$ cat src/rtl/pc_sequencer.sv
// pc_sequencer: word-addressed program counter and next-PC selection for the MIPS fetch stage.
// Build option DELAY_SLOT_EN: branch-delay-slot semantics, flush held low.
module pc_sequencer #(
  parameter int unsigned PC_W     = 32,
  parameter logic [31:0] RESET_PC = 32'h0000_0000
) (
  input  logic            clk,
  input  logic            reset,
  input  logic            stall,
  input  logic            br_valid,
  input  logic            br_taken,
  input  logic [PC_W-1:0] br_pc,
  input  logic [15:0]     br_imm,
  input  logic            j_valid,
  input  logic [25:0]     j_index,
  input  logic [PC_W-1:0] j_pc,
  input  logic            jr_valid,
  input  logic [PC_W-1:0] jr_target,
  output logic [PC_W-1:0] pc,
  output logic            fetch_valid,
  output logic            flush,
  output logic            redirect_pending
);

  localparam int unsigned IMM_W  = 16;
  localparam int unsigned JIDX_W = 26;
  localparam int unsigned JHI_W  = PC_W - JIDX_W;

`ifdef DELAY_SLOT_EN
  localparam logic FLUSH_EN = 1'b0;
`else
  localparam logic FLUSH_EN = 1'b1;
`endif

  typedef enum logic [1:0] {
    BOOT = 2'd0,
    RUN  = 2'd1,
    PEND = 2'd2
  } state_t;

  state_t          state_q;
  state_t          state_d;
  logic [PC_W-1:0] pend_target_q;
  logic [PC_W-1:0] pend_target_d;
  logic [PC_W-1:0] pc_d;
  logic            fetch_valid_d;
  logic            flush_d;
  logic            redirect_pending_d;

  logic [PC_W-1:0]  seq_pc;
  logic [PC_W-1:0]  br_target;
  logic [JHI_W-1:0] j_hi;
  logic             redir_req;
  logic [PC_W-1:0]  redir_target;

  // Candidate targets; all arithmetic wraps modulo 2^PC_W.
  assign seq_pc    = pc + PC_W'(1);
  assign br_target = br_pc + {{(PC_W-IMM_W){br_imm[IMM_W-1]}}, br_imm} + PC_W'(1);
  assign j_hi      = JHI_W'((j_pc + PC_W'(1)) >> JIDX_W);

  // Fixed-priority redirect select: jr > j > taken branch > sequential.
  always_comb begin
    redir_req    = 1'b1;
    redir_target = jr_target;
    if (jr_valid) begin
      redir_target = jr_target;
    end else if (j_valid) begin
      redir_target = {j_hi, j_index};
    end else if (br_valid && br_taken) begin
      redir_target = br_target;
    end else begin
      redir_req    = 1'b0;
      redir_target = seq_pc;
    end
  end

  // State and datapath registers.
  always_ff @(posedge clk) begin
    if (reset) begin
      state_q          <= BOOT;
      pc               <= RESET_PC[PC_W-1:0];
      pend_target_q    <= '0;
      fetch_valid      <= 1'b0;
      flush            <= 1'b0;
      redirect_pending <= 1'b0;
    end else begin
      state_q          <= state_d;
      pc               <= pc_d;
      pend_target_q    <= pend_target_d;
      fetch_valid      <= fetch_valid_d;
      flush            <= flush_d;
      redirect_pending <= redirect_pending_d;
    end
  end

  // Next-state logic.
  always_comb begin
    state_d = state_q;
    case (state_q)
      BOOT:    state_d = RUN;
      RUN:     if (stall && redir_req) state_d = PEND;
      PEND:    if (!stall) state_d = RUN;
      default: state_d = BOOT;
    endcase
  end

  // Output and datapath next values; redirects arriving in PEND are dropped.
  always_comb begin
    pc_d          = pc;
    pend_target_d = pend_target_q;
    flush_d       = 1'b0;
    case (state_q)
      RUN: begin
        if (!stall) begin
          pc_d    = redir_target;
          flush_d = FLUSH_EN & redir_req;
        end else if (redir_req) begin
          pend_target_d = redir_target;
        end
      end
      PEND: begin
        if (!stall) begin
          pc_d          = pend_target_q;
          pend_target_d = '0;
          flush_d       = FLUSH_EN;
        end
      end
      default: ;
    endcase
    fetch_valid_d      = (state_d != BOOT);
    redirect_pending_d = (state_d == PEND);
  end

endmodule

$ cat config.mk
export PLATFORM = sky130hd
export DESIGN_NAME = pc_sequencer
export DESIGN_NICKNAME = d
export VERILOG_FILES = /design/src/rtl/pc_sequencer.sv
export SDC_FILE = /design/constraint.sdc
export NUM_CORES = 1
export LEC_CHECK = 0
export ABC_AREA = 0
export BUFFER_PORTS_ARGS = -buffer_cell sky130_fd_sc_hd__buf_2
export CAP_MARGIN = 20
export CORE_ASPECT_RATIO = 1.25
export CORE_MARGIN = 4
export CORE_UTILIZATION = 56
export DETAILED_ROUTE_END_ITERATION = 16
export GPL_ROUTABILITY_DRIVEN = 0
export PLACE_DENSITY = 0.85
export SETUP_SLACK_MARGIN = 0.4
export SYNTH_ARGS = -nofsm -noshare
export SYNTH_HDL_FRONTEND = slang
export SYNTH_SLANG_ARGS = --single-unit
export TNS_END_PERCENT = 50
$ cat constraint.sdc
create_clock -name clk -period 5.97 [get_ports clk]
set_clock_uncertainty 0.15 [all_clocks]
set_input_delay 0.597 -clock clk [delete_from_list [all_inputs] [get_ports clk]]
set_output_delay 0.597 -clock clk [all_outputs]
set_load 0.01 [all_outputs]
Yosys cells after proc, flatten, opt, wreduce, memory -nomap -nowiden
Index checks and enable logic that the tools add are counted.
{"block": "classes", "n_addsub": 4, "eq_ne": 7, "muxes": 19, "n_reduce_logical": 7}
{"operator": "2-to-1 mux 32 bit", "n": 8}
{"operator": "case mux 32 bit (2 select lines)", "n": 2}
{"operator": "adder 32 x 1 -> 32 bit (second input constant)", "n": 3}
{"operator": "adder 32 bit", "n": 1}
{"operator": "!= test 2 bit (second input constant)", "n": 4}
{"operator": "case mux 2 bit (3 select lines)", "n": 1}
{"operator": "2-to-1 mux 1 bit", "n": 5}
{"operator": "== test 2 bit (second input constant)", "n": 2}
{"operator": "2-to-1 mux 2 bit", "n": 2}
{"operator": "AND reduction 4 bit", "n": 1}
{"operator": "nonzero test 2 bit", "n": 2}
{"operator": "AND reduction 3 bit", "n": 1}
{"operator": "== test 2 x 1 -> 1 bit (second input constant)", "n": 1}
{"operator": "logical AND 1 bit", "n": 2}
{"operator": "zero test 2 bit", "n": 1}
{"operator": "case mux 1 bit (2 select lines)", "n": 1}
{"block": "totals", "register_bits": 69, "inputBits": 145, "out_inout_bits": 35}

Depth between registers and ports, before layout
{"block": "logic_depth", "ltp_word": 8, "depth_mapped": 12, "depth_no_buf": 12}

Worst setup path after synthesis
OpenSTA, ideal clock, no wires.
{"block": "synth_path", "path_kind": "in2reg", "from": "input br_pc[0]", "to": "register pc[30]", "setup_time_ns": 0.070, "t_arrival_ns": 3.054, "setup_slack_ns": 2.696, "path_stages": 12, "n_path_buf": 0, "cell_sequence": "inv_1 -> ha_1 -> fa_1 -> nor2b_1 -> o31ai_1 -> a211o_1 -> a2111oi_0 -> o31ai_1 -> nor2_1 -> mux2i_1 -> nand4_1 -> a21oi_1"}
{"block": "synth_via", "elab_chain_len": 7}
{"element": "start: declaration", "line_no": "12", "rtl": "input logic [PC_W-1:0] br_pc,"}
{"element": "adder 32 bit", "line_no": "58", "rtl": "assign br_target = br_pc + {{(PC_W-IMM_W){br_imm[IMM_W-1]}}, br_imm} + PC_W'(1);"}
{"element": "adder 32 x 1 -> 32 bit", "line_no": "58"}
{"element": "2-to-1 mux 32 bit", "line_no": "69", "rtl": "end else if (br_valid && br_taken) begin"}
{"element": "2-to-1 mux 32 bit", "line_no": "67", "rtl": "end else if (j_valid) begin"}
{"element": "2-to-1 mux 32 bit", "line_no": "65", "rtl": "if (jr_valid) begin"}
{"element": "2-to-1 mux 32 bit", "line_no": "114", "rtl": "if (!stall) begin"}
{"element": "case mux 32 bit (2 select lines)", "line_no": "112", "rtl": "case (state_q)"}
{"element": "end signal: assignment", "line_no": "81", "rtl": "pc <= RESET_PC[PC_W-1:0];"}
{"element": "end signal: assignment", "line_no": "88", "rtl": "pc <= pc_d;"}
{"element": "end: declaration", "line_no": "19", "rtl": "output logic [PC_W-1:0] pc,"}
No other way between the ends. The select of a mux whose other input is x is not followed.
A chain may end at the register's enable or synchronous reset.

Worst setup path after layout
Ends and elaborated chain as after synthesis.

==> results_dict.tcl <==
set metrics [dict create \
    crit_top_cell "o31ai_1" \
    vias 7465 \
    dp_slack_ns 2.08 \
    start_kind "input port" \
    cp_slowest_stage_delay_ns 0.83 \
    synth_nets 1056 \
    netlist.area_leader.share_pct 21.8 \
    die-height_um 127 \
    vias_per_cell 6.46 \
    final_antenna_net_count 0 \
    h-tree-depth 3 \
    p_seq_share_pct 34.7 \
    core_mm2 0.0111 \
    relSlewSlack_pct 36.2 \
    first_global_vias 6731 \
    hold_buffers 0 \
    worst_pin_slew_ns 0.950 \
    drive_gt1_share_pct 21.7 \
    grt_usage_pct 31.7 \
    critical_path_class "in2reg" \
    wl_mm 21.2 \
    min_path_type "reg2reg" \
    final_core_util_pct 67.0 \
    diodes 0 \
    timing.fmax_ghz 0.273 \
    synth-xor-area-share_pct 7.47 \
    intPower_uw 1020 \
    crit_cells 13 \
    power.leakage_uw 0.00330 \
    postSynthCellCount 872 \
    path_buf_inv 2 \
    ir_worst_vdd_mv 0.184 \
    synth_ff_type "dfxtp_1" \
    initial_core_util_pct 57.1 \
    cp.required_ns 6.09 \
    fin_crit_ns 3.66 \
    setup_viol 0 \
    cts_buffers 9 \
    clockPowerShare_pct 31.0 \
    outcome "complete, no violations" \
    path_max_fanout 4 \
    crit_slowest_cell "a2111oi_0" \
    final_nets 1201 \
    p_sw_share_pct 35.9 \
    syn_area_per_cell_um2 7.26 \
    ctsLongestPathBuffers 2 \
    finalWorstSetupSlack_ns 2.31 \
    fillers 1002 \
    clk_latency_ns 0.34 \
    rows 43 \
    avgRoutedWirePerCell_um 18.4 \
    cap_viol_max_count 0 \
    ys_types 65 \
    fin_area_mm2 0.00743 \
    synth_compound_area_share_pct 30.9 \
    drt-initial-drc-count 790 \
    yosys_warnings 0 \
    die-width_um 103 \
    power.density_mw_per_mm2 214 \
    clk_pin_slew_worst_paths_ns 0.05 \
    async_reset_ff_share_pct 0 \
    fin_tns_setup_ns 0 \
    maxSlewViolCount 0 \
    cts_setup_buffers 0 \
    drc 0 \
    globalRoute.totalOverflow 0 \
    yosys.area.top_type "dfxtp_1" \
    placed_area_mm2 0.00715 \
    hpwl_mm 15.8 \
    layout-area-overhead-vs-synth_pct 17.4 \
    crit_arrival_ns 3.78 \
    synth_top_family_by_area "compound AO/OA/AOI/OAI gates" \
    drtPass1Iterations 6 \
    holdPathStages 2 \
    pwr-share-comb_pct 34.3 \
    grt_first_pass_wirelength_mm 33.3 \
    port_buffers 179 \
    grt_antenna_before_repair 0 \
    io_pins 180 \
    tritoncts "done" \
    cp-end-kind "flip-flop" \
    dieArea_mm2 0.0131 \
    synth_area_leaders "dfxtp_1 22%, ha_1 7.5%, nand2_1 6.4%, a21oi_1 5.5%, nor2_1 5.0%" \
    synth_seq_cells 69 \
    rsz0062_at_grt "no" \
    yosys.area_share.simple_pct 25.1 \
    synthMuxAreaShare_pct 0.791 \
    synth_edf_count 0 \
    switching_power_uw 571 \
    finalPower_uw 1590 \
    crit_chain "buf_2 -> inv_1 -> ha_1 -> fa_1 -> nor2b_1 -> o31ai_1 -> a211o_1 -> a2111oi_0 -> o31ai_1 -> nor2_1 -> mux2i_1 -> nand4_1 -> a21oi_1" \
    cts_resized 0 \
    grt_max_degree 60 \
    numClockSinks 69 \
    final_hold_viol_count 0 \
    syn_area_mm2 0.00633 \
    cpLargestDelayFamily "compound AO/OA/AOI/OAI gates" \
    worst_r2r_path_depth 9 \
    seq_area_frac_synth_pct 21.8 \
    root_buffer "clkbuf_16" \
    yosys.area_share.adder_pct 7.83 \
    fin_crit_sh_pct 61.3 \
]
-- path summary, 6_finish.rpt --
check                                                    start                             end  slack, ns
worst max-delay path                                  br_pc[0]             pc[30]$_SDFFE_PP0P_       2.31
worst min-delay path            pend_target_q[25]$_SDFFE_PP0P_  pend_target_q[25]$_SDFFE_PP0P_       0.30
worst max register to register              pc[0]$_SDFFE_PP0P_             pc[24]$_SDFFE_PP0P_       2.57
worst min register to register  pend_target_q[25]$_SDFFE_PP0P_  pend_target_q[25]$_SDFFE_PP0P_       0.30
-- per-layer routing --
layer	vias up	GRT usage (%)	wire (um)
li1	3515	-	-
met1	3349	42.8	8300
met2	518	49.4	9670
met3	83	6.05	2360
met4	0	12.3	882
met5	-	0	0
-- power groups by stage --
stage	sequential [uW]	clock (uW)	combinational, uW
finish	553	494	546
global route	558	508	598
CTS	551	491	530
detailed placement	560	0	527
global placement	559	0	520
floorplan	558	0	359
-- cell families after synthesis --
logic type,after synthesis
compound gates,294
xor+xnor,54
fa+ha+maj,39
buf+inv,77
flops,69
mux,5
simple gates,334
-- state kept, by name, summed over array words and instances (netlist names) --
register,flops
fetch_valid,1
flush,1
pc,32
pend_target_q,32
redirect_pending,1
state_q,2
-- worst min-delay path: cells and delay by family, from the launching register on --
| kind | cells | cell delay, ns |
|---|---|---|
| flops | 1 | 0.32 |
| simple gates | 1 | 0.05 |
| compound gates | 1 | 0.05 |
-- placed cells by master (no fill, tap or decap), drive strengths merged, types with 5 or more instances in the layout --
cell type / instances
buf: 187
nand2b: 7
nor4: 9
a22oi: 10
nand2: 108
nand4: 21
and4: 6
inv: 23
a21oi: 70
a21o: 29
or3: 7
nand3: 26
dfxtp: 69
a211o: 6
o31ai: 7
o211ai: 15
nor3: 31
mux2i: 5
a221oi: 9
nor2b: 5
and2: 9
ha: 38
a31oi: 14
xor2: 27
xnor2: 27
o21ai: 56
o21a: 5
clkbuf: 12
and3: 14
nor2: 84
o221ai: 5
a211oi: 26
-- synthesized netlist by cell type (4+ instances only) --
cell and count:
inv_1 22, nor2_1 84, nor2b_1 5, a22oi_1 10
buf_1 4, o31ai_1 7, xnor2_1 27, a211oi_1 26
o21a_1 5, nand3_1 25, a31o_2 4, o21ai_0 55
nor3_1 31, nand2b_1 7, ha_1 38, clkbuf_1 38
nand2_1 108, dfxtp_1 69, o221ai_1 5, nor4_1 8
clkbuf_8 7, and3_1 12, o211ai_1 15, a21oi_1 70
a221oi_1 9, and2_1 8, a31oi_1 14, or3_1 5
a222oi_1 4, a211o_1 6, mux2i_1 5, nand4_1 21
a21o_1 29, a2111oi_0 4, xor2_1 27, and4_1 4
-- layout make-up --
class / instances / area (um2) / share of cell area, %
clock buffers: 12 / 256 / 3.45
clock inverters: 2 / 10.0 / 0.135
inverters: 24 / 90.1 / 1.21
multi-input cells: 726 / 4570 / 61.5
flip-flops and latches: 69 / 1380 / 18.6
well taps: 135 / 169 / 2.27
repair buffers: 187 / 956 / 12.9
-- metrics by stage --
stage	std cells	hold WS [ns]
3_3_place_gp	1140	0.280
6_report	1155	0.303
2_1_floorplan	872	0.269
5_1_grt	1155	0.322
4_1_cts	1154	0.300
3_5_place_dp	1140	0.289
No activity file was read; power rests on OpenSTA's default activity.
